**src/rtl/serial_tx_fifo_if.sv**
```systemverilog
// Bundles the PIO-side handshake and the serial/status outputs of serial_tx_fifo.
// The master modport is the processor side and the slave modport is the transmitter.
interface serial_tx_fifo_if #(
    parameter int DATA_W     = 8,
    parameter int FIFO_DEPTH = 4
);
    localparam int CNT_W = $clog2(FIFO_DEPTH) + 1;

    logic [DATA_W-1:0] data_in;
    logic              load;
    logic              transmit_enable;
    logic              data_out;
    logic              character_sent;
    logic              busy;
    logic              full;
    logic              empty;
    logic [CNT_W-1:0]  fifo_count;
    logic              overflow;

    modport master (
        output data_in, load, transmit_enable,
        input  data_out, character_sent, busy, full, empty, fifo_count, overflow
    );

    modport slave (
        input  data_in, load, transmit_enable,
        output data_out, character_sent, busy, full, empty, fifo_count, overflow
    );
endinterface

```
**src/rtl/serial_tx_fifo.sv**
```systemverilog
// Async-style serial frame generator with a circular FIFO in front of it.
// Each frame is: start bit, DATA_W data bits LSB first, optional parity, STOP_BITS stop bits.
// Bit timing comes from an internal divider on clk. The FIFO can hold FIFO_DEPTH characters.
// Optional feature macro: SERIAL_TX_PARITY_EN inserts an even-parity bit after the data bits.
module serial_tx_fifo #(
    parameter int DATA_W       = 8,
    parameter int FIFO_DEPTH   = 4,
    parameter int CLKS_PER_BIT = 2048,
    parameter int STOP_BITS    = 1
) (
    input  logic           clk,
    input  logic           rst,
    serial_tx_fifo_if.slave bus
);
    localparam int PTR_W = (FIFO_DEPTH > 1) ? $clog2(FIFO_DEPTH) : 1;
    localparam int CNT_W = $clog2(FIFO_DEPTH) + 1;
    localparam int DIV_W = $clog2(CLKS_PER_BIT);
    localparam int BIT_W = $clog2(DATA_W + 1);

    localparam logic [DIV_W-1:0] DIV_LAST  = DIV_W'(CLKS_PER_BIT - 1);
    localparam logic [BIT_W-1:0] DATA_LAST = BIT_W'(DATA_W - 1);
    localparam logic [BIT_W-1:0] STOP_LAST = BIT_W'(STOP_BITS - 1);
    localparam logic [CNT_W-1:0] DEPTH_CNT = CNT_W'(FIFO_DEPTH);

    typedef enum logic [2:0] {
        ST_IDLE   = 3'd0,
        ST_START  = 3'd1,
        ST_DATA   = 3'd2,
        ST_STOP   = 3'd3
`ifdef SERIAL_TX_PARITY_EN
        , ST_PARITY = 3'd4
`endif
    } state_t;

    logic [DATA_W-1:0] mem_q [FIFO_DEPTH];
    logic [PTR_W-1:0]  wr_ptr_q, rd_ptr_q;
    logic [CNT_W-1:0]  count_q, count_d;
    logic              overflow_q;
    logic              full, empty, push, pop;
    logic [DATA_W-1:0] head;

    state_t            state_q, state_d;
    logic [DIV_W-1:0]  div_q, div_d;
    logic [BIT_W-1:0]  bit_cnt_q, bit_cnt_d;
    logic [DATA_W-1:0] shift_q, shift_d;
    logic              bit_tick, start_ok, tx_bit, char_sent;
`ifdef SERIAL_TX_PARITY_EN
    logic              parity_q, parity_d;
`endif

    // full/empty come from the pre-edge count, so a load while full is dropped even on a pop edge
    assign full     = (count_q == DEPTH_CNT);
    assign empty    = (count_q == '0);
    assign push     = bus.load && !full;
    assign head     = mem_q[rd_ptr_q];
    assign bit_tick = (div_q == DIV_LAST);
    assign start_ok = !empty && bus.transmit_enable;

    // FIFO occupancy bookkeeping
    always_comb begin
        count_d = count_q + CNT_W'(push) - CNT_W'(pop);
    end

    // FIFO pointers, count and sticky overflow flag
    always_ff @(posedge clk) begin
        if (rst) begin
            wr_ptr_q   <= '0;
            rd_ptr_q   <= '0;
            count_q    <= '0;
            overflow_q <= 1'b0;
        end else begin
            if (push) wr_ptr_q <= wr_ptr_q + PTR_W'(1);
            if (pop)  rd_ptr_q <= rd_ptr_q + PTR_W'(1);
            count_q <= count_d;
            if (bus.load && full) overflow_q <= 1'b1;
        end
    end

    // FIFO storage; contents need no reset because the pointers define validity
    always_ff @(posedge clk) begin
        if (push) mem_q[wr_ptr_q] <= bus.data_in;
    end

    // Bit-period divider: restarts on every bit boundary and is held at zero while idle
    always_comb begin
        div_d = (state_q == ST_IDLE || bit_tick) ? '0 : div_q + DIV_W'(1);
    end

    // Frame sequencing, FIFO pop and line level
    always_comb begin
        state_d   = state_q;
        bit_cnt_d = bit_cnt_q;
        shift_d   = shift_q;
        pop       = 1'b0;
        char_sent = 1'b0;
        tx_bit    = 1'b1;
`ifdef SERIAL_TX_PARITY_EN
        parity_d  = parity_q;
`endif
        case (state_q)
            ST_IDLE: begin
                if (start_ok) begin
                    pop     = 1'b1;
                    shift_d = head;
                    state_d = ST_START;
                end
            end
            ST_START: begin
                tx_bit = 1'b0;
                if (bit_tick) begin
                    bit_cnt_d = '0;
                    state_d   = ST_DATA;
                end
            end
            ST_DATA: begin
                tx_bit = shift_q[0];
                if (bit_tick) begin
                    shift_d = shift_q >> 1;
                    if (bit_cnt_q == DATA_LAST) begin
                        bit_cnt_d = '0;
`ifdef SERIAL_TX_PARITY_EN
                        state_d   = ST_PARITY;
`else
                        state_d   = ST_STOP;
`endif
                    end else begin
                        bit_cnt_d = bit_cnt_q + BIT_W'(1);
                    end
                end
            end
`ifdef SERIAL_TX_PARITY_EN
            ST_PARITY: begin
                tx_bit = parity_q;
                if (bit_tick) begin
                    bit_cnt_d = '0;
                    state_d   = ST_STOP;
                end
            end
`endif
            ST_STOP: begin
                tx_bit = 1'b1;
                if (bit_tick) begin
                    if (bit_cnt_q == STOP_LAST) begin
                        char_sent = 1'b1;
                        bit_cnt_d = '0;
                        // back-to-back frames skip IDLE entirely
                        if (start_ok) begin
                            pop     = 1'b1;
                            shift_d = head;
                            state_d = ST_START;
                        end else begin
                            state_d = ST_IDLE;
                        end
                    end else begin
                        bit_cnt_d = bit_cnt_q + BIT_W'(1);
                    end
                end
            end
            default: begin
                state_d = ST_IDLE;
            end
        endcase
`ifdef SERIAL_TX_PARITY_EN
        // parity latched with the character because the shift register is consumed bit by bit
        if (pop) parity_d = ^head;
`endif
    end

    // FSM and datapath registers
    always_ff @(posedge clk) begin
        if (rst) begin
            state_q   <= ST_IDLE;
            div_q     <= '0;
            bit_cnt_q <= '0;
            shift_q   <= '0;
`ifdef SERIAL_TX_PARITY_EN
            parity_q  <= 1'b0;
`endif
        end else begin
            state_q   <= state_d;
            div_q     <= div_d;
            bit_cnt_q <= bit_cnt_d;
            shift_q   <= shift_d;
`ifdef SERIAL_TX_PARITY_EN
            parity_q  <= parity_d;
`endif
        end
    end

    assign bus.data_out       = tx_bit;
    assign bus.character_sent = char_sent;
    assign bus.busy           = (state_q != ST_IDLE);
    assign bus.full           = full;
    assign bus.empty          = empty;
    assign bus.fifo_count     = count_q;
    assign bus.overflow       = overflow_q;
endmodule

```
**src/flat_wrapper.sv**
```systemverilog
// flat-port wrapper written by rule: the top's interface ports become plain ports
module serial_tx_fifo_flat 
#(
    parameter int DATA_W       = 8,
    parameter int FIFO_DEPTH   = 4,
    parameter int CLKS_PER_BIT = 2048,
    parameter int STOP_BITS    = 1
)
  (clk, rst, bus_data_in, bus_load, bus_transmit_enable, bus_data_out, bus_character_sent, bus_busy, bus_full, bus_empty, bus_fifo_count, bus_overflow);
  serial_tx_fifo_if #(.DATA_W(DATA_W), .FIFO_DEPTH(FIFO_DEPTH)) bus_i ();
  input  logic clk;
  input  logic rst;
  input wire logic [$bits(bus_i.data_in)-1:0] bus_data_in;
  input wire logic [$bits(bus_i.load)-1:0] bus_load;
  input wire logic [$bits(bus_i.transmit_enable)-1:0] bus_transmit_enable;
  output wire logic [$bits(bus_i.data_out)-1:0] bus_data_out;
  output wire logic [$bits(bus_i.character_sent)-1:0] bus_character_sent;
  output wire logic [$bits(bus_i.busy)-1:0] bus_busy;
  output wire logic [$bits(bus_i.full)-1:0] bus_full;
  output wire logic [$bits(bus_i.empty)-1:0] bus_empty;
  output wire logic [$bits(bus_i.fifo_count)-1:0] bus_fifo_count;
  output wire logic [$bits(bus_i.overflow)-1:0] bus_overflow;
  assign bus_i.data_in = bus_data_in;
  assign bus_i.load = bus_load;
  assign bus_i.transmit_enable = bus_transmit_enable;
  assign bus_data_out = bus_i.data_out;
  assign bus_character_sent = bus_i.character_sent;
  assign bus_busy = bus_i.busy;
  assign bus_full = bus_i.full;
  assign bus_empty = bus_i.empty;
  assign bus_fifo_count = bus_i.fifo_count;
  assign bus_overflow = bus_i.overflow;
  serial_tx_fifo #(.DATA_W(DATA_W), .FIFO_DEPTH(FIFO_DEPTH), .CLKS_PER_BIT(CLKS_PER_BIT), .STOP_BITS(STOP_BITS)) u_core (.clk(clk), .rst(rst), .bus(bus_i));
endmodule
```
**config.mk**
```make
export PLATFORM = sky130hd
export DESIGN_NAME = serial_tx_fifo_flat
export DESIGN_NICKNAME = d
export VERILOG_FILES = /design/src/rtl/serial_tx_fifo_if.sv /design/src/rtl/serial_tx_fifo.sv /design/src/flat_wrapper.sv
export SDC_FILE = /design/constraint.sdc
export NUM_CORES = 1
export LEC_CHECK = 0
export CORE_MARGIN = 4
export CORE_UTILIZATION = 55
export DETAILED_ROUTE_END_ITERATION = 8
export GPL_TIMING_DRIVEN = 0
export PLACE_DENSITY_LB_ADDON = 0.08
export SYNTH_ARGS = -nofsm -noshare
export SYNTH_HDL_FRONTEND = slang
export SYNTH_SLANG_ARGS = --single-unit
```
**constraint.sdc**
```tcl
create_clock -name clk -period 3.97 [get_ports clk]
set_clock_uncertainty 0.1 [all_clocks]
set_input_delay 0.397 -clock clk [delete_from_list [all_inputs] [get_ports clk]]
set_output_delay 0.397 -clock clk [all_outputs]
set_load 0.05 [all_outputs]
```
---- After elaboration in Yosys (flattened, before gate mapping) ----
Memory sizes are Yosys's and may differ from the RTL's. A register that Yosys moved wholly into a read port is not among the register bits.
Cells that the tools add are included.
storage, ports and cells
  register bits after elaboration ......... 34
  memory bits (writable) .................. 32
  input port bits ......................... 12
  output and inout bits ................... 9
  word-level logic and storage cells ...... 74
  memories kept ........................... 1
cells by class
  add/subtract/negate cells ............... 6
  equal/unequal tests ..................... 12
  muxes and demuxes ....................... 31
  reductions and logical operators ........ 16
memories
  name          words  width  read ports  clocked after Yosys merged registers in  wr ports  line                  source
  u_core.mem_q  4      8      1           1                                        1         serial_tx_fifo.sv:35  logic [DATA_W-1:0] mem_q [FIFO_DEPTH];
operator list
  kind                                            count
  2-to-1 mux 8 bit                                4
  case mux 8 bit (3 select lines)                 1
  2-to-1 mux 4 bit                                5
  2-to-1 mux 3 bit                                6
  != test 2 x 1 -> 1 bit (second input constant)  6
  case mux 3 bit (4 select lines)                 1
  case mux 4 bit (3 select lines)                 1
  adder 11 x 1 -> 11 bit (second input constant)  1
  == test 11 bit (second input constant)          1
  2-to-1 mux 1 bit                                9
  nonzero test 3 bit                              3
  AND reduction 4 bit                             2
  == test 3 x 2 -> 1 bit (second input constant)  2
  zero test 3 bit                                 2
  AND reduction 6 bit                             1
  adder 2 x 1 -> 2 bit (second input constant)    2
  adder 4 x 1 -> 4 bit (second input constant)    1
  == test 4 x 3 -> 1 bit (second input constant)  1
  zero test 4 bit                                 1
  2-to-1 mux 2 bit                                2
  case mux 1 bit (2 select lines)                 2
  adder 3 x 1 -> 3 bit                            1
  == test 3 x 1 -> 1 bit (second input constant)  1
  == test 3 bit (second input constant)           1
  5 further kinds                                 8

---- Longest topological paths before layout ----
  depth in word-level cells ............... 9
  mapped depth ............................ 11

---- Worst setup path after synthesis ----
No wires, ideal clock.
  path kind ............................... register to register
  from .................................... register u_core.div_q[0]
  to ...................................... register u_core.count_q[1], in the netlist u_core.bus.fifo_count[1]
  setup time .............................. 114 ps
  data arrival time ....................... 3587 ps
  data required time ...................... 3756 ps
  path slack .............................. 169 ps
  cell stages (with the launch flop) ...... 10
  path through ............................ dfxtp_1 ha_1 nand3_2 nor4_1 o21a_1 ha_1 inv_1 ha_1 fa_1 nor2b_1
on the way
  cells in the longest elaborated chain, start to end .. 4
RTL lines
  element                          line                   source
  start: declaration               serial_tx_fifo.sv:43   logic [DIV_W-1:0] div_q, div_d;
  start signal: assignment         serial_tx_fifo.sv:181  div_q <= div_d;
  == test 11 bit                   serial_tx_fifo.sv:56   assign bit_tick = (div_q == DIV_LAST);
  2-to-1 mux 1 bit                 serial_tx_fifo.sv:142  if (bit_tick) begin
  case mux 1 bit (2 select lines)  serial_tx_fifo.sv:100  case (state_q)
  named net u_core.pop             serial_tx_fifo.sv:39   logic full, empty, push, pop;
  subtractor 3 x 1 -> 3 bit        serial_tx_fifo.sv:61   count_d = count_q + CNT_W'(push) - CNT_W'(pop);
  named net u_core.count_d[1]      serial_tx_fifo.sv:37   logic [CNT_W-1:0] count_q, count_d;
  end signal: assignment           serial_tx_fifo.sv:74   count_q <= count_d;
  end: declaration                 serial_tx_fifo.sv:37
The timed path passes the listed nets, and every way through them passes these cells.
A chain may end at the register's enable or synchronous reset.

---- Worst setup path after layout ----
  from .................................... register u_core.div_q[0]
  to ...................................... output port bus_character_sent
on the way
  cells in the longest elaborated chain, start to end .. 3
RTL lines
  element           line                   source
  == test 11 bit    serial_tx_fifo.sv:56
  2-to-1 mux 1 bit  serial_tx_fifo.sv:142
  2-to-1 mux 1 bit  serial_tx_fifo.sv:100
  end: declaration  flat_wrapper.sv:17     output wire logic [$bits(bus_i.character_sent)-1:0] bus_character_sent;
No other way between the ends.

==> impl_metrics.ini <==
[timing]
fin_setup_tns_ns = 0
setup_violations = 0
rsz0062_at_grt = false
timing.final.crit_period_ns = 3.149
fmax_ghz = 0.3176
worst_pin_slew_ns = 0.6428
slew_violations = 0
relSlewSlack = 0.5675
hold_viol = 0
period_share = 0.7931

[cells_and_area]
drive_above_1_share = 0.1403
n_fill_cell = 385
diodes = 0
finalNonFillerCells = 348
multiInputGateArea_sq_um = 1196
syn_to_final_growth_pct = 17.26
nets = 299
seq_area_sq_um = 1662

[cts]
htreeDepth = 3
clk_pin_slew_ns = 0.07
cts.sinks = 67
cts_buffers = 9
cts_buffer_depth = 2
postCtsHoldBufs = 0
clk_latency_ns = 0.34
cts-root-buf = clkbuf_8
cts_tree = done
cts_resized = 0
cts_setup_buffers = 0

[floorplanning]
die_w_microns = 81.43
core_sq_um = 5172
rows = 26
pin_count = 21
die_h_microns = 81.43
initial_utilization = 0.5733
dieArea_sq_um = 6630

[logic_synthesis]
synthFlopType = dfxtp_1
yosysSeqAreaShare = 0.5603
synth-edff-count = 32
synth_cells = 242
ys_types = 44
ys_ff_latch = 67
syn-num-nets = 268
ys_async_sr_fraction = 0
synth.avg_cell_area_sq_um = 12.25
yosys_warnings = 0
syn_area_sq_um = 2965

[critical_path]
crit_chain = ha_1 > nand3_2 > nor4_1 > clkdlybuf4s50_1
cp_slowest_cell = clkdlybuf4s50_1
arrival_ns = 2.65
cpLargestDelayFamily = buffers and inverters
cp.required_ns = 3.47
critPathKind = reg -> out
cp-end-kind = output port
cp_num_buf_inv = 1
cp_max_fo = 8
cp-start-kind = flip-flop
crit_path_max_incr_delay_ns = 0.93

[placement]
place_congestion = 0.7543
io_buffer_count = 20
hpwl_mm = 3.583
dp_cells = 332

[pwr]
power_leakage_nw = 1.237
pwr_density_cell_nw_per_um2 = 644.6
ir_worst_vdd_mv = 0.4816

[drt]
vias_per_cell = 5.348
drt_iter0_markers = 75
dr.pass1.iters = 4
routedWlPerCell_microns = 14.34
wl_mm = 4.990
num_vias = 1861
drtAntennaViolNets = 0
drc_errors = 0

[grt]
grt_overflow = 0
grt.total_usage = 0.1734
grt_pass1_wl_mm = 8.549
antenna_found_initial = 0
grt_pass1_vias = 1903
grt_max_degree = 14

[run]
max_cap_violations = 0

[status]
status = finished, final reports clean

[min_path]
hold_path_class = reg -> reg
## where the power goes
| group | internal [mW] | switching, mW | leakage (nW) | total, mW |
|---|---|---|---|---|
| registers | 0.832 | 0.0564 | 0.578 | 0.888 |
| clock network | 0.359 | 0.263 | 0.114 | 0.622 |
| logic | 0.315 | 0.417 | 0.544 | 0.732 |
| total | 1.50 | 0.737 | 1.24 | 2.24 |
## cell families after synthesis
family	share of synthesized area
simple gates	0.1468
flops	0.5603
compound gates	0.07849
buf+inv	0.03629
fa+ha+maj	0.06160
xor+xnor	0.03840
mux	0.07806
## final cells by class
cell class / count / area share
Multi-Input combinational cell: 151 / 0.3440
Timing Repair Buffer: 20 / 0.05757
Sequential cell: 67 / 0.4779
Inverter: 15 / 0.01619
Clock buffer: 9 / 0.03562
Tap cell: 70 / 0.02519
Clock inverter: 7 / 0.02879
Buffer: 9 / 0.01475
## sequential cells by signal, summed over array words and instances (netlist names), named ones only
name	count
u_core.rd_ptr_q	2
u_core.wr_ptr_q	2
u_core.mem_q	32
u_core.bus.fifo_count	3
u_core.bus.overflow	1
u_core.div_q	11
u_core.shift_q	8
u_core.state_q	2
u_core.bit_cnt_q	4
## Yosys cell counts, drive strengths merged (2+ instances only)
library cell  number  area, sq um
and2               4        25.02
nand3              6        40.04
mux2i              4        40.04
a21oi              6        30.03
o211ai             4        30.03
clkbuf             7        26.28
a31oi              2        12.51
nor4               3        25.02
edfxtp            32        960.9
nand2             16        60.06
and3               5        31.28
o21ai              2        10.01
inv               15        56.30
or3                2        12.51
nor3               3        15.01
xnor2              9        78.83
a311oi             7        73.82
dfxtp             35        700.7
xor2               4        35.03
nor2b              4        25.02
mux4               8        180.2
buf                2        25.02
ha                13        162.7
nor2              34        132.6
## worst reg2reg max path, stage by stage, from the launching register on
cell,delay (ns)
dfxtp_1,0.35
ha_1,0.21
nand3_2,0.19
nor4_1,0.63
o21a_1,0.23
ha_1,0.23
inv_1,0.05
ha_1,0.15
fa_1,0.40
nor2b_1,0.13
## per-stage QoR
step	total power, mW	util	setup WS (ns)	hold slack (ns)	instance area [sq um]
2_1_floorplan	1.457	-	0.1693	0.3130	2965
3_3_place_gp	1.630	0.6289	1.162	0.3238	3253
3_5_place_dp	1.637	0.6289	1.179	0.3304	3253
4_1_cts	2.264	0.6722	0.7784	0.3450	3477
5_1_grt	2.387	0.6722	0.6666	0.3629	3477
6_report	2.241	0.6722	0.8214	0.3460	3477
## cells in the final DEF, fill, tap and decap left out, drive strengths merged, types with 3 or more instances in the layout
cell            n
a311oi          7
clkinv          3
a21oi           6
xnor2           9
edfxtp         32
nor4            3
clkbuf         16
dfxtp          35
nand2          16
inv            17
and2            4
nor2           34
xor2            4
ha             13
nor2b           4
nor3            3
clkdlybuf4s50  20
mux2i           4
nand3           6
o211ai          4
and3            5
mux4            8
## final timing paths
kind              startpoint  cells after the start                       end  slack [ns]
max reg2reg  u_core.div_q[0]                      9  u_core.bus.fifo_count[1]        1.18
min reg2reg  u_core.div_q[0]                      1           u_core.div_q[0]        0.35
min          u_core.div_q[0]                      1           u_core.div_q[0]        0.35
max          u_core.div_q[0]                      4        bus_character_sent        0.82
## layer usage
| layer | vias to the layer above | routed length (microns) | GRT usage |
|---|---|---|---|
| met3 | 6 | 209 | 0.07237 |
| li1 | 936 | - | - |
| met2 | 40 | 2467 | 0.2842 |
| met5 | - | 0 | 0 |
| met1 | 879 | 2260 | 0.2107 |
| met4 | 0 | 53 | 0.04730 |
Note: power is estimated with default switching activity, not from simulation.
